==> config.mk <==
export PLATFORM = sky130hd
export DESIGN_NAME = rf_wport_sched_flat
export DESIGN_NICKNAME = d
export VERILOG_FILES = /design/src/rtl/rf_wport_sched_if.sv /design/src/rtl/rf_wport_sched.sv /design/src/flat_wrapper.sv
export SDC_FILE = /design/constraint.sdc
export NUM_CORES = 1
export LEC_CHECK = 0
export CAP_MARGIN = 20
export CORE_MARGIN = 2
export CORE_UTILIZATION = 40
export CTS_CLUSTER_SIZE = 28
export DETAILED_ROUTE_END_ITERATION = 10
export GPL_TIMING_DRIVEN = 0
export PLACE_DENSITY = 0.66
export SETUP_SLACK_MARGIN = 0.3
export SLEW_MARGIN = 20
export SYNTH_ARGS = -nofsm -noshare
export SYNTH_HDL_FRONTEND = slang
export SYNTH_SLANG_ARGS = --single-unit
==> constraint.sdc <==
create_clock -name clk -period 4.5 [get_ports clk]
set_clock_uncertainty 0.15 [all_clocks]
set_input_delay 1.125 -clock clk [delete_from_list [all_inputs] [get_ports clk]]
set_output_delay 1.125 -clock clk [all_outputs]
set_load 0.01 [all_outputs]
==> src/rtl/rf_wport_sched_if.sv <==
// rtl/rf_wport_sched_if.sv - write-port scheduler signal bundle
// Pipeline WB, MDU result handshake, ID hazard query and register-file write port.
interface rf_wport_sched_if #(
    parameter int DEPTH = 2
);
    logic                      pipe_we;
    logic [4:0]                pipe_wr;
    logic [31:0]               pipe_wd;
    logic                      mdu_issue;
    logic [4:0]                mdu_issue_rd;
    logic                      mdu_valid;
    logic [4:0]                mdu_rd;
    logic [31:0]               mdu_data;
    logic                      mdu_ready;
    logic [4:0]                id_rs1;
    logic [4:0]                id_rs2;
    logic                      id_use_rs1;
    logic                      id_use_rs2;
    logic [4:0]                id_wr;
    logic                      id_we;
    logic                      stall_id;
    logic                      rf_we;
    logic [4:0]                rf_wr;
    logic [31:0]               rf_wd;
    logic [$clog2(DEPTH):0]    buf_count;

    modport master (
        output pipe_we, pipe_wr, pipe_wd, mdu_issue, mdu_issue_rd,
               mdu_valid, mdu_rd, mdu_data,
               id_rs1, id_rs2, id_use_rs1, id_use_rs2, id_wr, id_we,
        input  mdu_ready, stall_id, rf_we, rf_wr, rf_wd, buf_count
    );

    modport slave (
        input  pipe_we, pipe_wr, pipe_wd, mdu_issue, mdu_issue_rd,
               mdu_valid, mdu_rd, mdu_data,
               id_rs1, id_rs2, id_use_rs1, id_use_rs2, id_wr, id_we,
        output mdu_ready, stall_id, rf_we, rf_wr, rf_wd, buf_count
    );
endinterface

==> src/rtl/rf_wport_sched.sv <==
// rtl/rf_wport_sched.sv - register-file write-port scheduler
// Arbitrates pipeline WB vs MDU results, buffers losers, tracks MDU busy regs and ID stalls.
module rf_wport_sched #(
    parameter int DEPTH      = 2,
    parameter int STARVE_MAX = 4
) (
    input  logic             clk,
    input  logic             rst,
    rf_wport_sched_if.slave  bus
);
    localparam int AW = $clog2(DEPTH);
    localparam int CW = AW + 1;
    localparam int SW = $clog2(STARVE_MAX + 1);

    // live holds every output quiet until the first edge after reset release
    logic          live;
    logic [31:0]   busy;
    logic [4:0]    q_rd   [DEPTH];
    logic [31:0]   q_data [DEPTH];
    logic [AW-1:0] wptr;
    logic [AW-1:0] rptr;
    logic [CW-1:0] count;
    logic [SW-1:0] wait_cnt;

    logic          empty;
    logic          pipe_win;
    logic          pop;
    logic          bypass;
    logic          push;
    logic          starve;
    logic          clr_en;
    logic [4:0]    clr_rd;
    logic [31:0]   busy_next;

    always_comb begin
        empty         = (count == '0);
        bus.mdu_ready = live && (count < CW'(DEPTH));
        pipe_win      = live && bus.pipe_we && (bus.pipe_wr != 5'd0);
        pop           = live && !pipe_win && !empty;
        bypass        = live && !pipe_win && empty && bus.mdu_valid && (bus.mdu_rd != 5'd0);
        push          = bus.mdu_valid && bus.mdu_ready && !bypass && (bus.mdu_rd != 5'd0);
        starve        = (wait_cnt == SW'(STARVE_MAX));
        bus.buf_count = count;
    end

    always_comb begin
        bus.rf_we = 1'b0;
        bus.rf_wr = 5'd0;
        bus.rf_wd = 32'd0;
        if (pipe_win) begin
            bus.rf_we = 1'b1;
            bus.rf_wr = bus.pipe_wr;
            bus.rf_wd = bus.pipe_wd;
        end else if (pop) begin
            bus.rf_we = 1'b1;
            bus.rf_wr = q_rd[rptr];
            bus.rf_wd = q_data[rptr];
        end else if (bypass) begin
            bus.rf_we = 1'b1;
            bus.rf_wr = bus.mdu_rd;
            bus.rf_wd = bus.mdu_data;
        end
    end

    // A same-edge issue to the register being retired must leave it busy
    always_comb begin
        clr_en    = pop || bypass;
        clr_rd    = pop ? q_rd[rptr] : bus.mdu_rd;
        busy_next = busy;
        if (clr_en)
            busy_next[clr_rd] = 1'b0;
        if (live && bus.mdu_issue && (bus.mdu_issue_rd != 5'd0))
            busy_next[bus.mdu_issue_rd] = 1'b1;
    end

    always_comb begin
        bus.stall_id = live && ((bus.id_use_rs1 && busy[bus.id_rs1]) ||
                                (bus.id_use_rs2 && busy[bus.id_rs2]) ||
                                (bus.id_we      && busy[bus.id_wr])  ||
                                starve);
    end

    always_ff @(posedge clk or posedge rst) begin
        if (rst) begin
            live     <= 1'b0;
            busy     <= '0;
            wptr     <= '0;
            rptr     <= '0;
            count    <= '0;
            wait_cnt <= '0;
        end else begin
            live  <= 1'b1;
            busy  <= busy_next;
            count <= count + CW'(push) - CW'(pop);
            if (push)
                wptr <= wptr + AW'(1);
            if (pop)
                rptr <= rptr + AW'(1);
            if (empty || pop)
                wait_cnt <= '0;
            else if (pipe_win && !starve)
                wait_cnt <= wait_cnt + SW'(1);
        end
    end

    always_ff @(posedge clk) begin
        if (push) begin
            q_rd[wptr]   <= bus.mdu_rd;
            q_data[wptr] <= bus.mdu_data;
        end
    end
endmodule
==> src/flat_wrapper.sv <==
// flat-port wrapper written by rule: the top's interface ports become plain ports
module rf_wport_sched_flat 
#(
    parameter int DEPTH      = 2,
    parameter int STARVE_MAX = 4
)
  (clk, rst, bus_pipe_we, bus_pipe_wr, bus_pipe_wd, bus_mdu_issue, bus_mdu_issue_rd, bus_mdu_valid, bus_mdu_rd, bus_mdu_data, bus_id_rs1, bus_id_rs2, bus_id_use_rs1, bus_id_use_rs2, bus_id_wr, bus_id_we, bus_mdu_ready, bus_stall_id, bus_rf_we, bus_rf_wr, bus_rf_wd, bus_buf_count);
  rf_wport_sched_if #(.DEPTH(DEPTH)) bus_i ();
  input  logic clk;
  input  logic rst;
  input wire logic [$bits(bus_i.pipe_we)-1:0] bus_pipe_we;
  input wire logic [$bits(bus_i.pipe_wr)-1:0] bus_pipe_wr;
  input wire logic [$bits(bus_i.pipe_wd)-1:0] bus_pipe_wd;
  input wire logic [$bits(bus_i.mdu_issue)-1:0] bus_mdu_issue;
  input wire logic [$bits(bus_i.mdu_issue_rd)-1:0] bus_mdu_issue_rd;
  input wire logic [$bits(bus_i.mdu_valid)-1:0] bus_mdu_valid;
  input wire logic [$bits(bus_i.mdu_rd)-1:0] bus_mdu_rd;
  input wire logic [$bits(bus_i.mdu_data)-1:0] bus_mdu_data;
  input wire logic [$bits(bus_i.id_rs1)-1:0] bus_id_rs1;
  input wire logic [$bits(bus_i.id_rs2)-1:0] bus_id_rs2;
  input wire logic [$bits(bus_i.id_use_rs1)-1:0] bus_id_use_rs1;
  input wire logic [$bits(bus_i.id_use_rs2)-1:0] bus_id_use_rs2;
  input wire logic [$bits(bus_i.id_wr)-1:0] bus_id_wr;
  input wire logic [$bits(bus_i.id_we)-1:0] bus_id_we;
  output wire logic [$bits(bus_i.mdu_ready)-1:0] bus_mdu_ready;
  output wire logic [$bits(bus_i.stall_id)-1:0] bus_stall_id;
  output wire logic [$bits(bus_i.rf_we)-1:0] bus_rf_we;
  output wire logic [$bits(bus_i.rf_wr)-1:0] bus_rf_wr;
  output wire logic [$bits(bus_i.rf_wd)-1:0] bus_rf_wd;
  output wire logic [$bits(bus_i.buf_count)-1:0] bus_buf_count;
  assign bus_i.pipe_we = bus_pipe_we;
  assign bus_i.pipe_wr = bus_pipe_wr;
  assign bus_i.pipe_wd = bus_pipe_wd;
  assign bus_i.mdu_issue = bus_mdu_issue;
  assign bus_i.mdu_issue_rd = bus_mdu_issue_rd;
  assign bus_i.mdu_valid = bus_mdu_valid;
  assign bus_i.mdu_rd = bus_mdu_rd;
  assign bus_i.mdu_data = bus_mdu_data;
  assign bus_i.id_rs1 = bus_id_rs1;
  assign bus_i.id_rs2 = bus_id_rs2;
  assign bus_i.id_use_rs1 = bus_id_use_rs1;
  assign bus_i.id_use_rs2 = bus_id_use_rs2;
  assign bus_i.id_wr = bus_id_wr;
  assign bus_i.id_we = bus_id_we;
  assign bus_mdu_ready = bus_i.mdu_ready;
  assign bus_stall_id = bus_i.stall_id;
  assign bus_rf_we = bus_i.rf_we;
  assign bus_rf_wr = bus_i.rf_wr;
  assign bus_rf_wd = bus_i.rf_wd;
  assign bus_buf_count = bus_i.buf_count;
  rf_wport_sched #(.DEPTH(DEPTH), .STARVE_MAX(STARVE_MAX)) u_core (.clk(clk), .rst(rst), .bus(bus_i));
endmodule
==> impl_metrics.tcl <==
set metrics [dict create \
    status "completed" \
    netlist_area_um2 6540 \
    fin_hold_ws_ns 0.410 \
    hpwl_um 14200 \
    ios 144 \
    cp.required_ns 3.22 \
    rsz0062_at_grt "true" \
    grt_pass1_vias 5958 \
    root_buffer "clkbuf_16" \
    max_freq_mhz 234 \
    setup_slack_ns 0.231 \
    syn_nets 678 \
    place_inst 925 \
    min_path_type "reg2reg" \
    area.growth.synth_to_final_pct 45.0 \
    drive_gt1_frac 0.322 \
    vias 5731 \
    tightest_slew_ns 0.693 \
    fin_crit_sh 0.949 \
    antenna_found_initial 1 \
    tns_ns 0 \
    final_cell_mix "83 x clkdlybuf4s50_1, 78 x nor2_1, 74 x edfxtp_1" \
    postRouteAntennaNets 0 \
    endpoint_kind "output port" \
    cap_viol_max_count 0 \
    syn_area_per_cell_um2 11.4 \
    fillerInstances 1296 \
    final_cell_count_no_fill 980 \
    hold_viol 0 \
    synth_edf_count 74 \
    pre_cts_ws_ns -1.03 \
    layout_commonest_cell "clkdlybuf4s50_1" \
    p_leak_nw 3.66 \
    placementRows 46 \
    power_w 0.00445 \
    seq_area_frac_synth 0.493 \
    grt_first_pass_wirelength_um 32400 \
    cts.sinks 114 \
    die_h_um 132 \
    fp.coreArea_um2 15900 \
    drtIter0Drc 489 \
    die_x_um 132 \
    grt_max_degree 37 \
    syn_inst 572 \
    grt_use_total 0.238 \
    busiest_layer "met2" \
    wl_per_cell_um 20.9 \
    ys_ff_latch 114 \
    grt.overflow.total 0 \
    ys.flop_type "edfxtp_1" \
    critPathMaxFanout 7 \
    drt-pass1-iter-count 8 \
    peakVddDrop_uv 288 \
    critPathKind "in2out" \
    drc 0 \
    h-tree-depth 4 \
    use_met1 0.306 \
    reg2regPathDepth 8 \
    start_util 0.410 \
    via_per_inst 5.85 \
    routed_wl_um 20500 \
    grt_use_met3 0.0496 \
    place.gp.congestion 0.871 \
    dieArea_um2 17400 \
    use_met2 0.396 \
    min_path_cells 2 \
    slew_headroom 0.525 \
    async_flop_share 0.351 \
    setup_viol 0 \
    path_clk_slew_ns 0.05 \
    place.port_buffers 134 \
    clockBufferDepth 2 \
    numCtsBuffers 17 \
    startpoint_type "input port" \
    drv_slew 0 \
    p_per_area_nw_per_um2 469 \
    yosysWarnings 0 \
    min_period_ns 4.27 \
    nNetsFinal 856 \
    cts_tree "done" \
    crit_arrival_ns 2.99 \
    ys_types 51 \
    clock_latency_ns 0.42 \
]
worst paths after layout:
path / startpoint / to / slack, ns
max: bus_pipe_wr[4] / bus_rf_wr[2] / 0.23
min: u_core.wait_cnt[1]$_DFFE_PP0P_ / u_core.wait_cnt[1]$_DFFE_PP0P_ / 0.41
max reg2reg: u_core.live$_DFF_PP0_ / u_core.q_data[1][1]$_DFFE_PP_ / 1.66
min reg2reg: u_core.wait_cnt[1]$_DFFE_PP0P_ / u_core.wait_cnt[1]$_DFFE_PP0P_ / 0.41
max in group asynchronous: rst / u_core.bus.buf_count[0]$_DFF_PP0_ / 2.99
min in group asynchronous: rst / u_core.wait_cnt[0]$_DFFE_PP0P_ / 0.78
where the power goes:
group          total [W]  switching, W  internal, W
Combinational    0.00153      0.000767     0.000765
Clock            0.00135      0.000486     0.000865
Sequential       0.00157      0.000226      0.00134
what timing repair did:
action,in CTS,in global routing
gates resized for setup,273,47
gates cloned,3,0
buffers inserted,16,3
endpoints found under the setup margin,39,39
hold buffers,0,0
pin swaps,11,20
synth_stat cells (3+ instances only):
library cell / number / area (um2)
and2_1: 3 / 18.8
nand2b_1: 4 / 25.0
xnor2_1: 4 / 35.0
mux2_2: 36 / 405
nor2_1: 80 / 300
a221oi_1: 33 / 289
or4_4: 4 / 45.0
buf_2: 7 / 35.0
ha_1: 4 / 50.1
nand4_1: 10 / 62.6
a311o_1: 3 / 30.0
nand3_1: 14 / 70.1
o22ai_1: 31 / 194
nand2_1: 21 / 78.8
o211ai_1: 6 / 45.0
nor3_1: 7 / 35.0
a2111oi_0: 3 / 26.3
inv_1: 40 / 150
a21oi_1: 5 / 25.0
buf_1: 4 / 15.0
nor2b_1: 6 / 37.5
a22oi_1: 34 / 255
edfxtp_1: 74 / 2220
o311ai_2: 4 / 65.1
mux4_2: 22 / 495
dfrtp_1: 40 / 1000
clkbuf_1: 27 / 101
mux2i_1: 17 / 170
worst max-delay path, cell delays in order:
cell      delay [ns]
buf_6           0.09
or4_4           0.52
buf_6           0.14
o21ai_4         0.18
and2_4          0.20
buf_12          0.15
buf_8           0.11
buf_16          0.12
nand2_4         0.05
o211ai_1        0.12
buf_2           0.19
cell families after synthesis:
logic type	count (synthesis)	share of synthesized area
compound gates	132	0.161
xor+xnor	4	0.00536
fa+ha+maj	4	0.00766
buf+inv	82	0.0507
flops	114	0.493
mux	75	0.164
other cells	1	0.000574
simple gates	160	0.118
state kept, by name, indices dropped and copies added (netlist names):
| signal | flops |
|---|---|
| u_core.live | 1 |
| u_core.bus.buf_count | 2 |
| u_core.q_rd | 10 |
| u_core.wptr | 1 |
| u_core.busy | 32 |
| u_core.q_data | 64 |
| u_core.rptr | 1 |
| u_core.wait_cnt | 3 |
stage by stage:
step                      area (um2)   util
after floorplan                 6540      -
after global placement          8150  0.511
after detailed placement        8230  0.516
after CTS                       9450  0.593
after global routing            9480  0.594
final                           9480  0.594
area by class of cell:
cell class	count	area, um2	area share
multi-input cells	376	3340	0.352
flip-flops and latches	114	3220	0.340
repair buffers	159	1490	0.157
clock buffers	18	429	0.0453
plain buffers	41	398	0.0420
well taps	216	270	0.0285
inverters	41	166	0.0176
clock inverters	14	164	0.0173
diodes	1	2.50	0.000264
per-layer routing:
layer / part of all wire / vias to the layer above / routed length, um
met2: 0.50 / 265 / 10200
met3: 0.070 / 43 / 1440
met4: 0.028 / 0 / 576
met1: 0.41 / 2818 / 8330
li1: - / 2605 / -
met5: 0 / - / 0
Note: power is estimated with default switching activity, not from simulation.
